--- src/rtl/diamond_pkg.sv ---
// diamond_pkg: diamond table, diamond record type and scan FSM states shared by the scan controller
package diamond_pkg;
  localparam int N_DIAMOND = 6;
  typedef struct packed {
    logic [9:0] x;
    logic [9:0] y;
    logic       is_red;
  } diamond_t;
  localparam diamond_t DIAMOND_TABLE [N_DIAMOND] = '{
    '{10'd460, 10'd408, 1'b0},
    '{10'd366, 10'd238, 1'b0},
    '{10'd38,  10'd90,  1'b0},
    '{10'd330, 10'd408, 1'b1},
    '{10'd300, 10'd220, 1'b1},
    '{10'd190, 10'd42,  1'b1}
  };
  typedef enum logic [1:0] {IDLE, SCAN, DONE} scan_state_t;
endpackage

--- src/rtl/diamond_scan_ctrl_if.sv ---
// diamond_scan_ctrl_if: frame_start/level_clear and player geometry in, collected masks/counts/scan status out
interface diamond_scan_ctrl_if;
  logic       frame_start, level_clear;
  logic [9:0] p0_x, p0_y, p1_x, p1_y;
  logic [6:0] p0_w, p0_h, p1_w, p1_h;
  logic [2:0] blue_mask, red_mask;
  logic [3:0] num_blue, num_red;
  logic       all_collected, scan_busy, scan_done, new_collect, overrun;
  modport master (
    output frame_start, level_clear, p0_x, p0_y, p1_x, p1_y, p0_w, p0_h, p1_w, p1_h,
    input  blue_mask, red_mask, num_blue, num_red, all_collected, scan_busy, scan_done, new_collect, overrun
  );
  modport slave (
    input  frame_start, level_clear, p0_x, p0_y, p1_x, p1_y, p0_w, p0_h, p1_w, p1_h,
    output blue_mask, red_mask, num_blue, num_red, all_collected, scan_busy, scan_done, new_collect, overrun
  );
endinterface

--- src/rtl/hitbox_probe.sv ---
// hitbox_probe: combinational 8-point player probe against one diamond box; in px/py/pw/ph, dx/dy, out hit
module hitbox_probe #(
  parameter int DSIZE    = 20,
  parameter int PROBE_DX = 8,
  parameter int PROBE_DY = 4
) (
  input  logic [9:0] px,
  input  logic [9:0] py,
  input  logic [6:0] pw,
  input  logic [6:0] ph,
  input  logic [9:0] dx,
  input  logic [9:0] dy,
  output logic       hit
);
  localparam logic [9:0]  OX = 10'(PROBE_DX);
  localparam logic [9:0]  OY = 10'(PROBE_DY);
  localparam logic [10:0] SZ = 11'(DSIZE);
  logic [9:0] hw, hh;
  logic [9:0] qx [8];
  logic [9:0] qy [8];
  assign hw = 10'(pw >> 1);
  assign hh = 10'(ph >> 1);
  assign qx = '{px, px, px - hw, px + hw, px - OX, px + OX, px - OX, px + OX};
  assign qy = '{py - hh, py + hh, py, py, py + hh - OY, py + hh + OY, py - hh - OY, py - hh + OY};
  always_comb begin
    hit = 1'b0;
    for (int i = 0; i < 8; i++)
      hit = hit | (qx[i] >= dx && {1'b0, qx[i]} < {1'b0, dx} + SZ && qy[i] >= dy && {1'b0, qy[i]} < {1'b0, dy} + SZ);
  end
endmodule

--- src/rtl/diamond_scan_ctrl.sv ---
// diamond_scan_ctrl: per-frame diamond pickup scanner; ports Clk, Reset, bus (slave: players in, masks/counts/status out)
module diamond_scan_ctrl
  import diamond_pkg::*;
#(
  parameter int DSIZE    = 20,
  parameter int PROBE_DX = 8,
  parameter int PROBE_DY = 4
) (
  input logic Clk,
  input logic Reset,
  diamond_scan_ctrl_if.slave bus
);
  localparam logic [2:0] LAST = 3'(N_DIAMOND - 1);
  scan_state_t state;
  logic [2:0] idx;
  logic [9:0] sx [2];
  logic [9:0] sy [2];
  logic [6:0] sw [2];
  logic [6:0] sh [2];
  logic [5:0] got, got_nxt;
  logic [3:0] num_blue, num_red;
  logic all_collected, scan_busy, scan_done, new_collect, overrun;
  logic sel, hit, fresh;
  diamond_t d;
  assign d = DIAMOND_TABLE[idx];
  // red diamonds belong to player 0, blue to player 1
  assign sel = ~d.is_red;
  hitbox_probe #(.DSIZE(DSIZE), .PROBE_DX(PROBE_DX), .PROBE_DY(PROBE_DY)) u_probe (
    .px(sx[sel]), .py(sy[sel]), .pw(sw[sel]), .ph(sh[sel]), .dx(d.x), .dy(d.y), .hit(hit)
  );
  assign fresh   = state == SCAN && hit && !got[idx];
  assign got_nxt = got | (6'(fresh) << idx);
  assign bus.blue_mask     = got[2:0];
  assign bus.red_mask      = got[5:3];
  assign bus.num_blue      = num_blue;
  assign bus.num_red       = num_red;
  assign bus.all_collected = all_collected;
  assign bus.scan_busy     = scan_busy;
  assign bus.scan_done     = scan_done;
  assign bus.new_collect   = new_collect;
  assign bus.overrun       = overrun;
  always_ff @(posedge Clk or posedge Reset)
    if (Reset) begin
      state <= IDLE;
      idx <= '0;
      sx <= '{default: '0};
      sy <= '{default: '0};
      sw <= '{default: '0};
      sh <= '{default: '0};
      got <= '0;
      num_blue <= '0;
      num_red <= '0;
      all_collected <= 1'b0;
      scan_busy <= 1'b0;
      scan_done <= 1'b0;
      new_collect <= 1'b0;
      overrun <= 1'b0;
    end else if (bus.level_clear) begin
      state <= IDLE;
      idx <= '0;
      got <= '0;
      num_blue <= '0;
      num_red <= '0;
      all_collected <= 1'b0;
      scan_busy <= 1'b0;
      scan_done <= 1'b0;
      new_collect <= 1'b0;
      overrun <= 1'b0;
    end else begin
      got <= got_nxt;
      all_collected <= &got_nxt;
      new_collect <= fresh;
      num_blue <= num_blue + 4'(fresh & ~d.is_red);
      num_red <= num_red + 4'(fresh & d.is_red);
      scan_done <= state == SCAN && idx == LAST;
      overrun <= overrun | (bus.frame_start && state != IDLE);
      if (state == IDLE && bus.frame_start) begin
        sx <= '{bus.p0_x, bus.p1_x};
        sy <= '{bus.p0_y, bus.p1_y};
        sw <= '{bus.p0_w, bus.p1_w};
        sh <= '{bus.p0_h, bus.p1_h};
        idx <= '0;
        state <= SCAN;
        scan_busy <= 1'b1;
      end else if (state == SCAN) begin
        idx <= idx == LAST ? '0 : idx + 3'd1;
        state <= idx == LAST ? DONE : SCAN;
      end else if (state == DONE) begin
        state <= IDLE;
        scan_busy <= 1'b0;
      end
    end
endmodule
--- src/flat_wrapper.sv ---
// flat-port wrapper written by rule: the top's interface ports become plain ports
module diamond_scan_ctrl_flat import diamond_pkg::*;
#(
  parameter int DSIZE    = 20,
  parameter int PROBE_DX = 8,
  parameter int PROBE_DY = 4
)
  (Clk, Reset, bus_frame_start, bus_level_clear, bus_p0_x, bus_p0_y, bus_p1_x, bus_p1_y, bus_p0_w, bus_p0_h, bus_p1_w, bus_p1_h, bus_blue_mask, bus_red_mask, bus_num_blue, bus_num_red, bus_all_collected, bus_scan_busy, bus_scan_done, bus_new_collect, bus_overrun);
  diamond_scan_ctrl_if bus_i ();
  input logic Clk;
  input logic Reset;
  input wire logic [$bits(bus_i.frame_start)-1:0] bus_frame_start;
  input wire logic [$bits(bus_i.level_clear)-1:0] bus_level_clear;
  input wire logic [$bits(bus_i.p0_x)-1:0] bus_p0_x;
  input wire logic [$bits(bus_i.p0_y)-1:0] bus_p0_y;
  input wire logic [$bits(bus_i.p1_x)-1:0] bus_p1_x;
  input wire logic [$bits(bus_i.p1_y)-1:0] bus_p1_y;
  input wire logic [$bits(bus_i.p0_w)-1:0] bus_p0_w;
  input wire logic [$bits(bus_i.p0_h)-1:0] bus_p0_h;
  input wire logic [$bits(bus_i.p1_w)-1:0] bus_p1_w;
  input wire logic [$bits(bus_i.p1_h)-1:0] bus_p1_h;
  output wire logic [$bits(bus_i.blue_mask)-1:0] bus_blue_mask;
  output wire logic [$bits(bus_i.red_mask)-1:0] bus_red_mask;
  output wire logic [$bits(bus_i.num_blue)-1:0] bus_num_blue;
  output wire logic [$bits(bus_i.num_red)-1:0] bus_num_red;
  output wire logic [$bits(bus_i.all_collected)-1:0] bus_all_collected;
  output wire logic [$bits(bus_i.scan_busy)-1:0] bus_scan_busy;
  output wire logic [$bits(bus_i.scan_done)-1:0] bus_scan_done;
  output wire logic [$bits(bus_i.new_collect)-1:0] bus_new_collect;
  output wire logic [$bits(bus_i.overrun)-1:0] bus_overrun;
  assign bus_i.frame_start = bus_frame_start;
  assign bus_i.level_clear = bus_level_clear;
  assign bus_i.p0_x = bus_p0_x;
  assign bus_i.p0_y = bus_p0_y;
  assign bus_i.p1_x = bus_p1_x;
  assign bus_i.p1_y = bus_p1_y;
  assign bus_i.p0_w = bus_p0_w;
  assign bus_i.p0_h = bus_p0_h;
  assign bus_i.p1_w = bus_p1_w;
  assign bus_i.p1_h = bus_p1_h;
  assign bus_blue_mask = bus_i.blue_mask;
  assign bus_red_mask = bus_i.red_mask;
  assign bus_num_blue = bus_i.num_blue;
  assign bus_num_red = bus_i.num_red;
  assign bus_all_collected = bus_i.all_collected;
  assign bus_scan_busy = bus_i.scan_busy;
  assign bus_scan_done = bus_i.scan_done;
  assign bus_new_collect = bus_i.new_collect;
  assign bus_overrun = bus_i.overrun;
  diamond_scan_ctrl #(.DSIZE(DSIZE), .PROBE_DX(PROBE_DX), .PROBE_DY(PROBE_DY)) u_core (.Clk(Clk), .Reset(Reset), .bus(bus_i));
endmodule
--- config.mk ---
export PLATFORM = sky130hd
export DESIGN_NAME = diamond_scan_ctrl_flat
export DESIGN_NICKNAME = d
export VERILOG_FILES = /design/src/rtl/diamond_pkg.sv /design/src/rtl/diamond_scan_ctrl_if.sv /design/src/rtl/hitbox_probe.sv /design/src/rtl/diamond_scan_ctrl.sv /design/src/flat_wrapper.sv
export SDC_FILE = /design/constraint.sdc
export NUM_CORES = 1
export LEC_CHECK = 0
export CORE_MARGIN = 8
export CORE_UTILIZATION = 57
export CTS_BUF_LIST = sky130_fd_sc_hd__clkbuf_2 sky130_fd_sc_hd__clkbuf_4 sky130_fd_sc_hd__clkbuf_8
export CTS_CLUSTER_SIZE = 24
export DETAILED_ROUTE_END_ITERATION = 10
export HOLD_SLACK_MARGIN = 0.05
export MAX_ROUTING_LAYER = met4
export PLACE_DENSITY = 0.78
export SLEW_MARGIN = 20
export SYNTH_ARGS = -nofsm -noshare
export SYNTH_HDL_FRONTEND = slang
export SYNTH_SLANG_ARGS = --single-unit
--- constraint.sdc ---
create_clock -name Clk -period 15.21 [get_ports Clk]
set_clock_uncertainty 0.15 [all_clocks]
set_input_delay 3.042 -clock Clk [delete_from_list [all_inputs] [get_ports Clk]]
set_output_delay 3.042 -clock Clk [all_outputs]
set_load 0.1 [all_outputs]
==> summary.txt, run 1 <==
Global routing
  – GR Util met1: 0.325
  – Gr usage total: 0.233
  – Largest net degree at the start of global routing: 89
  – Met3 Use GR: 0.0328
  – Grt peak-use layer: met2
  – Met2 Track Usage GR: 0.352
  – Global route overflow: 0
  – First-pass GRT wire length: 41000 um
  – Initial antenna violation count: 1
  – Vias in the first global route: 8138

Synthesis
  – Yosys warnings: 0
  – Post-synth EDFFs: 0
  – Mapped cell area: 10100 um^2
  – Synth Area per Inst: 9.69 um^2
  – Top_reg_cell synth: dfrtp_1
  – Yosys reg bits: 88
  – Post-synth ARST share: 1.00
  – Sequential cell area fraction in the yosys report: 0.217
  – Cell count after synthesis: 1046
  – Post-synth cell types: between 90 and 100

Run
  – Max_cap viols: 0

STA
  – Fmax: 132 MHz
  – Setup TNS: 0 ns
  – Max-slew violation count: 0
  – Period utilisation layout: 0.500
  – Relative slew margins: 0.317
  – Fin. Hold Viols: 0
  – Final min period: 7.60 ns
  – Endpoints failing setup: 0
  – Hold Slack: 0.357 ns
  – Worst slew pin tran: 1.02 ns
  – RSZ-0062 raised after global routing: no

Place
  – GP Congestion: 0.910
  – DPL Wire Length: 19900 um
  – Port Buffers: 86

Clocking
  – Hold buffer count at CTS: 0
  – Clock Tree Buf Depth: 2
  – CTS tree: yes
  – Post-cts sizing count: 0
  – Root buf cell: clkbuf_8
  – # Post-CTS Setup Buffers: 0
  – Clk_lat worst skew: roughly 0.36 ns
  – CTS clk-pin slew, worst paths: ~0.080 ns
  – CTS H-tree lvls: 3
  – Sink Count: just under 90
  – Num CTS Buffers: 9

Pwr
  – Maximum vdd ir drop: 0.115 mV
  – P_leak: 5.36 nW
  – Total power: 1.82 mW
  – Power Dens Cells: 160 nW/um^2

Setup path
  – Req. time, crit path: roughly 15 ns
  – Crit. End Element: flop
  – Origin of the critical flop-to-flop path: u_core.idx[0]
  – CP Class: flop to flop
  – CP Launch Type: flop
  – Reg-to-reg critical path endpoint: u_core.bus.num_blue[2]
  – Critical Path AT: 7.66 ns
  – Max FO, Critical Path: 21
  – Reg2reg path depth: 25
  – R2R Setup Slk: between 7 and 8 ns

Hold path
  – Hold Path Class: flop to flop
  – Hold Path Sink: u_core.sy[14]
  – Hold Startpoint: u_core.sy[14]
  – Hold Path Cell Cnt: 1

Run status
  – Outcome: completed

Floorplanning
  – I/O pins: 91
  – # rows: 48
  – CORE AREA: 17400 um^2
  – Die X: roughly 150 um
  – Die area: between 20000 and 25000 um^2
  – Initial Util: 0.584
  – Die height: 149 um

Layout
  – FILL cells: 1432
  – NumNets Final: 1419
  – Layout cell share with drive strength beyond 1: 0.143
  – Area growth syn-to-layout: 12.3%
  – Commonest non-fill, non-tap cell in the layout: ha_1
  – Highest-count cells in the layout ignoring fill and taps: ha_1 (210), dfrtp_1 (88), clkdlybuf4s50_1 (86), mux2_2 (84)

Routing
  – Drt drc: 0
  – First-pass DRT Iterations: 5
  – Overall routed net length: ~25000 um
  – Vias per cell: 5.96
  – Final ANT Viol Nets: 0
  – Via count: 8130
  – Drt first-iter violations: 472
  – DR WL/cell: about 18 um
worst max path at each step:
stage                                         to  slack (ns)          start
after floorplan            u_core.bus.num_red[2]        8.08  u_core.idx[1]
after global placement     u_core.bus.num_red[1]        7.68  u_core.idx[0]
after detailed placement   u_core.bus.num_red[2]        7.61  u_core.idx[0]
after CTS                 u_core.bus.num_blue[2]        7.58  u_core.idx[0]
after global routing       u_core.bus.num_red[1]        7.06  u_core.idx[0]
final                     u_core.bus.num_blue[2]        7.61  u_core.idx[0]
sequential cells by signal (all words and copies together) (netlist names), 2 cells and up:
name                 flops
u_core.sx               20
u_core.sy               20
u_core.sh               12
u_core.sw               12
u_core.got               6
u_core.bus.num_blue      4
u_core.bus.num_red       4
u_core.idx               3
u_core.state             2
cell families after synthesis:
family,after synthesis,synth area share
XOR/XNOR,67,0.0594
other,1,0.000370
flip-flops,88,0.217
adder cells (fa/ha/maj),215,0.268
buffers and inverters,103,0.0452
multiplexers,103,0.115
AND/OR/NAND/NOR,242,0.132
AO/OA/AOI/OAI,227,0.162
power by group:
part           internal [mW]  switching [mW]  total [mW]  leakage (nW)
logic                  0.577           0.783        1.36          4.19
clock network         0.0668          0.0835       0.150        0.0896
registers              0.276          0.0312       0.307          1.08
total                  0.919           0.898        1.82          5.36
metal layers:
metal / part of all wire / routed length [um]
met4: 0.010 / 257
met3: 0.056 / 1380
met1: 0.49 / 12100
met5: 0 / 0
met2: 0.45 / 11100
cells in the mapped netlist, types with 4 or more instances:
master	n	area share
fa_1	4	0.0079
xnor2_1	50	0.043
nand2b_1	9	0.0056
o211ai_1	7	0.0052
a211o_1	6	0.0052
nor2b_1	21	0.013
ha_1	211	0.26
a31oi_1	5	0.0031
nand2_1	36	0.013
mux2_2	84	0.093
nor3_1	17	0.0084
dfrtp_1	88	0.22
nor2_1	76	0.028
nand4_1	4	0.0025
nand3_1	19	0.0094
o31ai_1	5	0.0037
a211oi_1	14	0.010
nor4_1	5	0.0031
xor2_1	15	0.013
a2111oi_0	4	0.0035
o221ai_1	5	0.0043
a21o_1	13	0.0096
inv_1	77	0.029
o21a_1	22	0.016
o32ai_1	4	0.0035
a21oi_1	49	0.024
or3_1	5	0.0031
mux2i_1	13	0.013
and3_1	7	0.0043
o21ai_0	37	0.018
clkbuf_1	13	0.0048
o21bai_1	5	0.0037
o2111ai_1	6	0.0052
cell type report:
cell class / instances / area [um^2] / area share
Inverter: 81 / 305 / 0.0268
Clock buffer: 11 / 145 / 0.0127
Timing Repair Buffer: 91 / 902 / 0.0792
Tap cell: 225 / 282 / 0.0247
Multi-Input combinational cell: 861 / 7510 / 0.659
Antenna cell: 1 / 2.50 / 0.000220
Sequential cell: 88 / 2200 / 0.193
Clock inverter: 5 / 41.3 / 0.00363
critical path, cell delays in order, from the launching register on:
cell	delay, ns
dfrtp_1	0.55
ha_1	0.28
inv_1	0.06
ha_2	0.57
mux2i_1	0.69
inv_1	0.15
ha_1	0.39
a211oi_2	0.35
nor2_2	0.15
o21ai_0	0.23
xnor2_1	0.32
or4_1	0.58
xnor2_1	0.23
ha_1	0.29
and3_1	0.18
a211oi_1	0.32
or2b_2	0.32
mux2_1	0.29
a32oi_2	0.25
nand4_4	0.20
nand3_1	0.20
nor2_1	0.07
ha_1	0.21
ha_1	0.20
xnor2_1	0.17
nor2_1	0.05
through the flow:
| stage | setup slack (ns) | std cells | cell area [um^2] | util |
|---|---|---|---|---|
| 2_1_floorplan | 8.08 | 1052 | 10200 | - |
| 3_3_place_gp | 7.68 | 1346 | 11200 | 0.645 |
| 3_5_place_dp | 7.61 | 1346 | 11200 | 0.645 |
| 4_1_cts | 7.58 | 1362 | 11400 | 0.656 |
| 5_1_grt | 7.06 | 1363 | 11400 | 0.656 |
| 6_report | 7.61 | 1363 | 11400 | 0.656 |
(Power assumes the default switching activity.)
==> run 2: changes to the inputs <==
--- a/config.mk
+++ b/config.mk
@@ -6,13 +6,13 @@
 export NUM_CORES = 1
 export LEC_CHECK = 0
 export CORE_MARGIN = 8
-export CORE_UTILIZATION = 57
+export CORE_UTILIZATION = 55
 export CTS_BUF_LIST = sky130_fd_sc_hd__clkbuf_2 sky130_fd_sc_hd__clkbuf_4 sky130_fd_sc_hd__clkbuf_8
 export CTS_CLUSTER_SIZE = 24
 export DETAILED_ROUTE_END_ITERATION = 10
 export HOLD_SLACK_MARGIN = 0.05
 export MAX_ROUTING_LAYER = met4
-export PLACE_DENSITY = 0.78
+export PLACE_DENSITY = 0.79
 export SLEW_MARGIN = 20
 export SYNTH_ARGS = -nofsm -noshare
 export SYNTH_HDL_FRONTEND = slang
==> constraint.sdc (replaced) <==
create_clock -name Clk -period 6.8 [get_ports Clk]
set_clock_uncertainty 0.15 [all_clocks]
set_input_delay 1.36 -clock Clk [delete_from_list [all_inputs] [get_ports Clk]]
set_output_delay 1.36 -clock Clk [all_outputs]
set_load 0.1 [all_outputs]
==> run 2 against run 1 <==
  * First-iteration DRC count rose by 15%
  * Worst setup slack got worse by 7.2 ns
  * Hold slack improved by 0.0042 ns
  * Global-route usage fell by 0.11 points
  * Register-to-register slack got worse by 7.2 ns
  * Clock-buffer cell count fell by 1
  * Fmax rose by 18%
  * Total power rose by 130%
  * Core utilization fell by 0.63 points
  * Final cell count rose by 2.6%
  * Die area rose by 3.2%
  * Clock power rose by 140%
  * Critical path type unchanged
==> summary.txt, run 2 (synthesis results as in run 1) <==
Run status
  – Outcome: completed

Setup path
  – CP Class: flop to flop
  – Delay-heaviest family, CP: simple AND/OR/NAND/NOR gates
  – CP Launch Point: u_core.idx[0]
  – Crit path capture: u_core.bus.num_red[2]
  – Worst path most repeated cell: ha_1
  – Critical Path AT: 6.49 ns (-1.17 ns)
  – R2R Setup Slk: 0.38 ns (-7.23 ns)
  – Max FO, Critical Path: 8 (-62%)
  – Worst stage delay on the critical path: 0.57 ns (-0.12 ns)
  – Reg2reg path depth: 26 (+4.0%)
  – Reg-to-reg critical path endpoint: u_core.bus.num_red[2]
  – Origin of the critical flop-to-flop path: u_core.idx[0]
  – Critical path depth in cells: 26 (+4.0%)
  – Crit-path slowest cell: or4_1
  – Req. time, crit path: 6.87 ns (-8.40 ns)
  – WP buf/inv: 3 (+1)
  – Crit. End Element: flop
  – CP Launch Type: flop

Layout
  – Area growth syn-to-layout: 15.6%
  – Layout cell share with drive strength beyond 1: 0.174 (+0.0301)
  – NumNets Final: 1452 (+2.3%)
  – Commonest non-fill, non-tap cell in the layout: ha_1
  – Sequential Area: 2200 um^2 (unchanged)
  – Fin cells: 1399 (+2.6%)
  – Regs by FF count: u_core.sx: 20 flops, u_core.sy: 20 flops
  – FILL cells: 1438 (+0.42%)
  – Highest-count cells in the layout ignoring fill and taps: ha_1 (209), dfrtp_1 (88), clkdlybuf4s50_1 (86), mux2_2 (84)
  – Area occupied by multi-input gates: 7570 um^2 (+0.78%)
  – # diodes: 0 (-1)

Routing
  – Overall routed net length: 25000 um (+0.86%)
  – Vias per cell: 5.92 (-0.79%)
  – DR WL/cell: 17.9 um (-1.7%)
  – Via count: 8279 (+1.8%)
  – Drt drc: 0 (unchanged)
  – First-pass DRT Iterations: 5 (unchanged)
  – Drt first-iter violations: 541 (+15%)
  – Final ANT Viol Nets: 0 (unchanged)

Floorplanning
  – Die area: 23000 um^2 (+3.2%)
  – Die height: 152 um (+1.6%)
  – I/O pins: 91 (unchanged)
  – Die X: 152 um (+1.6%)
  – Initial Util: 0.562 (-0.0216)
  – # rows: 49 (+2.1%)
  – CORE AREA: 18000 um^2 (+3.8%)

Global routing
  – Gr usage total: 0.232 (-0.00112)
  – First-pass GRT wire length: 41700 um (+1.7%)
  – Largest net degree at the start of global routing: 74 (-17%)
  – Global route overflow: 0 (unchanged)
  – Initial antenna violation count: 0 (-1)
  – Vias in the first global route: 8314 (+2.2%)

Clocking
  – Clk_lat worst skew: 0.37 ns (about the same)
  – Sink Count: 88 (unchanged)
  – Hold buffer count at CTS: 0 (unchanged)
  – Num CTS Buffers: 9 (unchanged)
  – CTS tree: yes
  – Root buf cell: clkbuf_8
  – CTS H-tree lvls: 3 (unchanged)
  – Clock Tree Buf Depth: 2 (unchanged)
  – CTS clk-pin slew, worst paths: 0.09 ns (about the same)

STA
  – Period utilisation layout: 0.943 (+0.444)
  – Final min period: 6.42 ns (-1.18 ns)
  – Hold Slack: 0.361 ns (+0.00420 ns)
  – Fin. Hold Viols: 0 (unchanged)
  – Relative slew margins: 0.331 (+0.0138)
  – Setup TNS: 0 ns (unchanged)
  – Worst slew pin tran: 1.00 ns (-0.0207 ns)
  – Fmax: 156 MHz (+18%)
  – Max-slew violation count: 0 (unchanged)
  – Endpoints failing setup: 0 (unchanged)
  – RSZ-0062 raised after global routing: no

Pwr
  – P_leak: 5.54 nW (+3.3%)
  – Maximum vdd ir drop: 0.320 mV (+180%)
  – Power Dens Cells: 358 nW/um^2 (+120%)

Hold path
  – Hold Path Class: flop to flop
  – Hold Path Cell Cnt: 1 (unchanged)

Place
  – GP Congestion: 0.944 (+3.8%)
  – DPL Wire Length: 20200 um (+1.5%)
  – Port Buffers: 86 (unchanged)
  – Placed cells: 1373 (+2.0%)

Run
  – Max_cap viols: 0 (unchanged)
## run 2: metrics by stage
stage	util	total power [mW]	setup slack, ns	instance area [um^2]
floorplan	-	3.01	0.0449	10200
global placement	0.631	3.66	0.132	11400
detailed placement	0.631	3.78	0.0316	11400
CTS	0.642	4.16	0.0244	11600
global route	0.650	4.64	0.0652	11700
finish	0.650	4.20	0.384	11700
## run 2: worst min-delay path by stage
stage,to,slack (ns),start
floorplan,u_core.sh[1],0.32,u_core.sh[1]
global placement,u_core.sw[2],0.33,u_core.sw[2]
detailed placement,u_core.sw[1],0.34,u_core.sw[1]
CTS,u_core.sy[19],0.37,u_core.sy[19]
global route,u_core.sw[3],0.38,u_core.sw[3]
finish,u_core.sy[19],0.36,u_core.sy[19]
## run 2: repair_timing
action                                  4_1_cts  5_1_grt
endpoints found under the setup margin        0        8
setup buffers                                 0       10
gates resized for setup                       0       12
## run 2: power breakdown
group / switching, mW / internal, mW
Clock: 0.213 / 0.152
Sequential: 0.0681 / 0.617
Combinational: 1.78 / 1.36
Total: 2.06 / 2.13
## run 2: worst register-to-register path: cells and delay by family, from the launching register on
family / cells / cell delay, ns
XOR/XNOR: 2 / 0.33
buffers and inverters: 3 / 0.32
multiplexers: 3 / 1.02
flip-flops: 1 / 0.39
adder cells (fa/ha/maj): 6 / 1.50
AND/OR/NAND/NOR: 7 / 1.56
AO/OA/AOI/OAI: 5 / 1.04
## run 2: metal layers
metal  wire length [um]  vias up  track usage  part of all wire
met5                  0        -            -                 0
met4                598        0       0.0637             0.024
met3               1190       46       0.0312             0.048
met2              10900      217        0.346              0.44
met1              12300     3954        0.323              0.49
li1                   -     4062            -                 -
## run 2: area by class of cell
cell class	instances	share of cell area
clock inverter	6	0.00481
clock buffer	10	0.0118
inverter	81	0.0261
sequential	88	0.188
tap	229	0.0245
timing repair buffer	124	0.0989
multi-input combinational	861	0.646
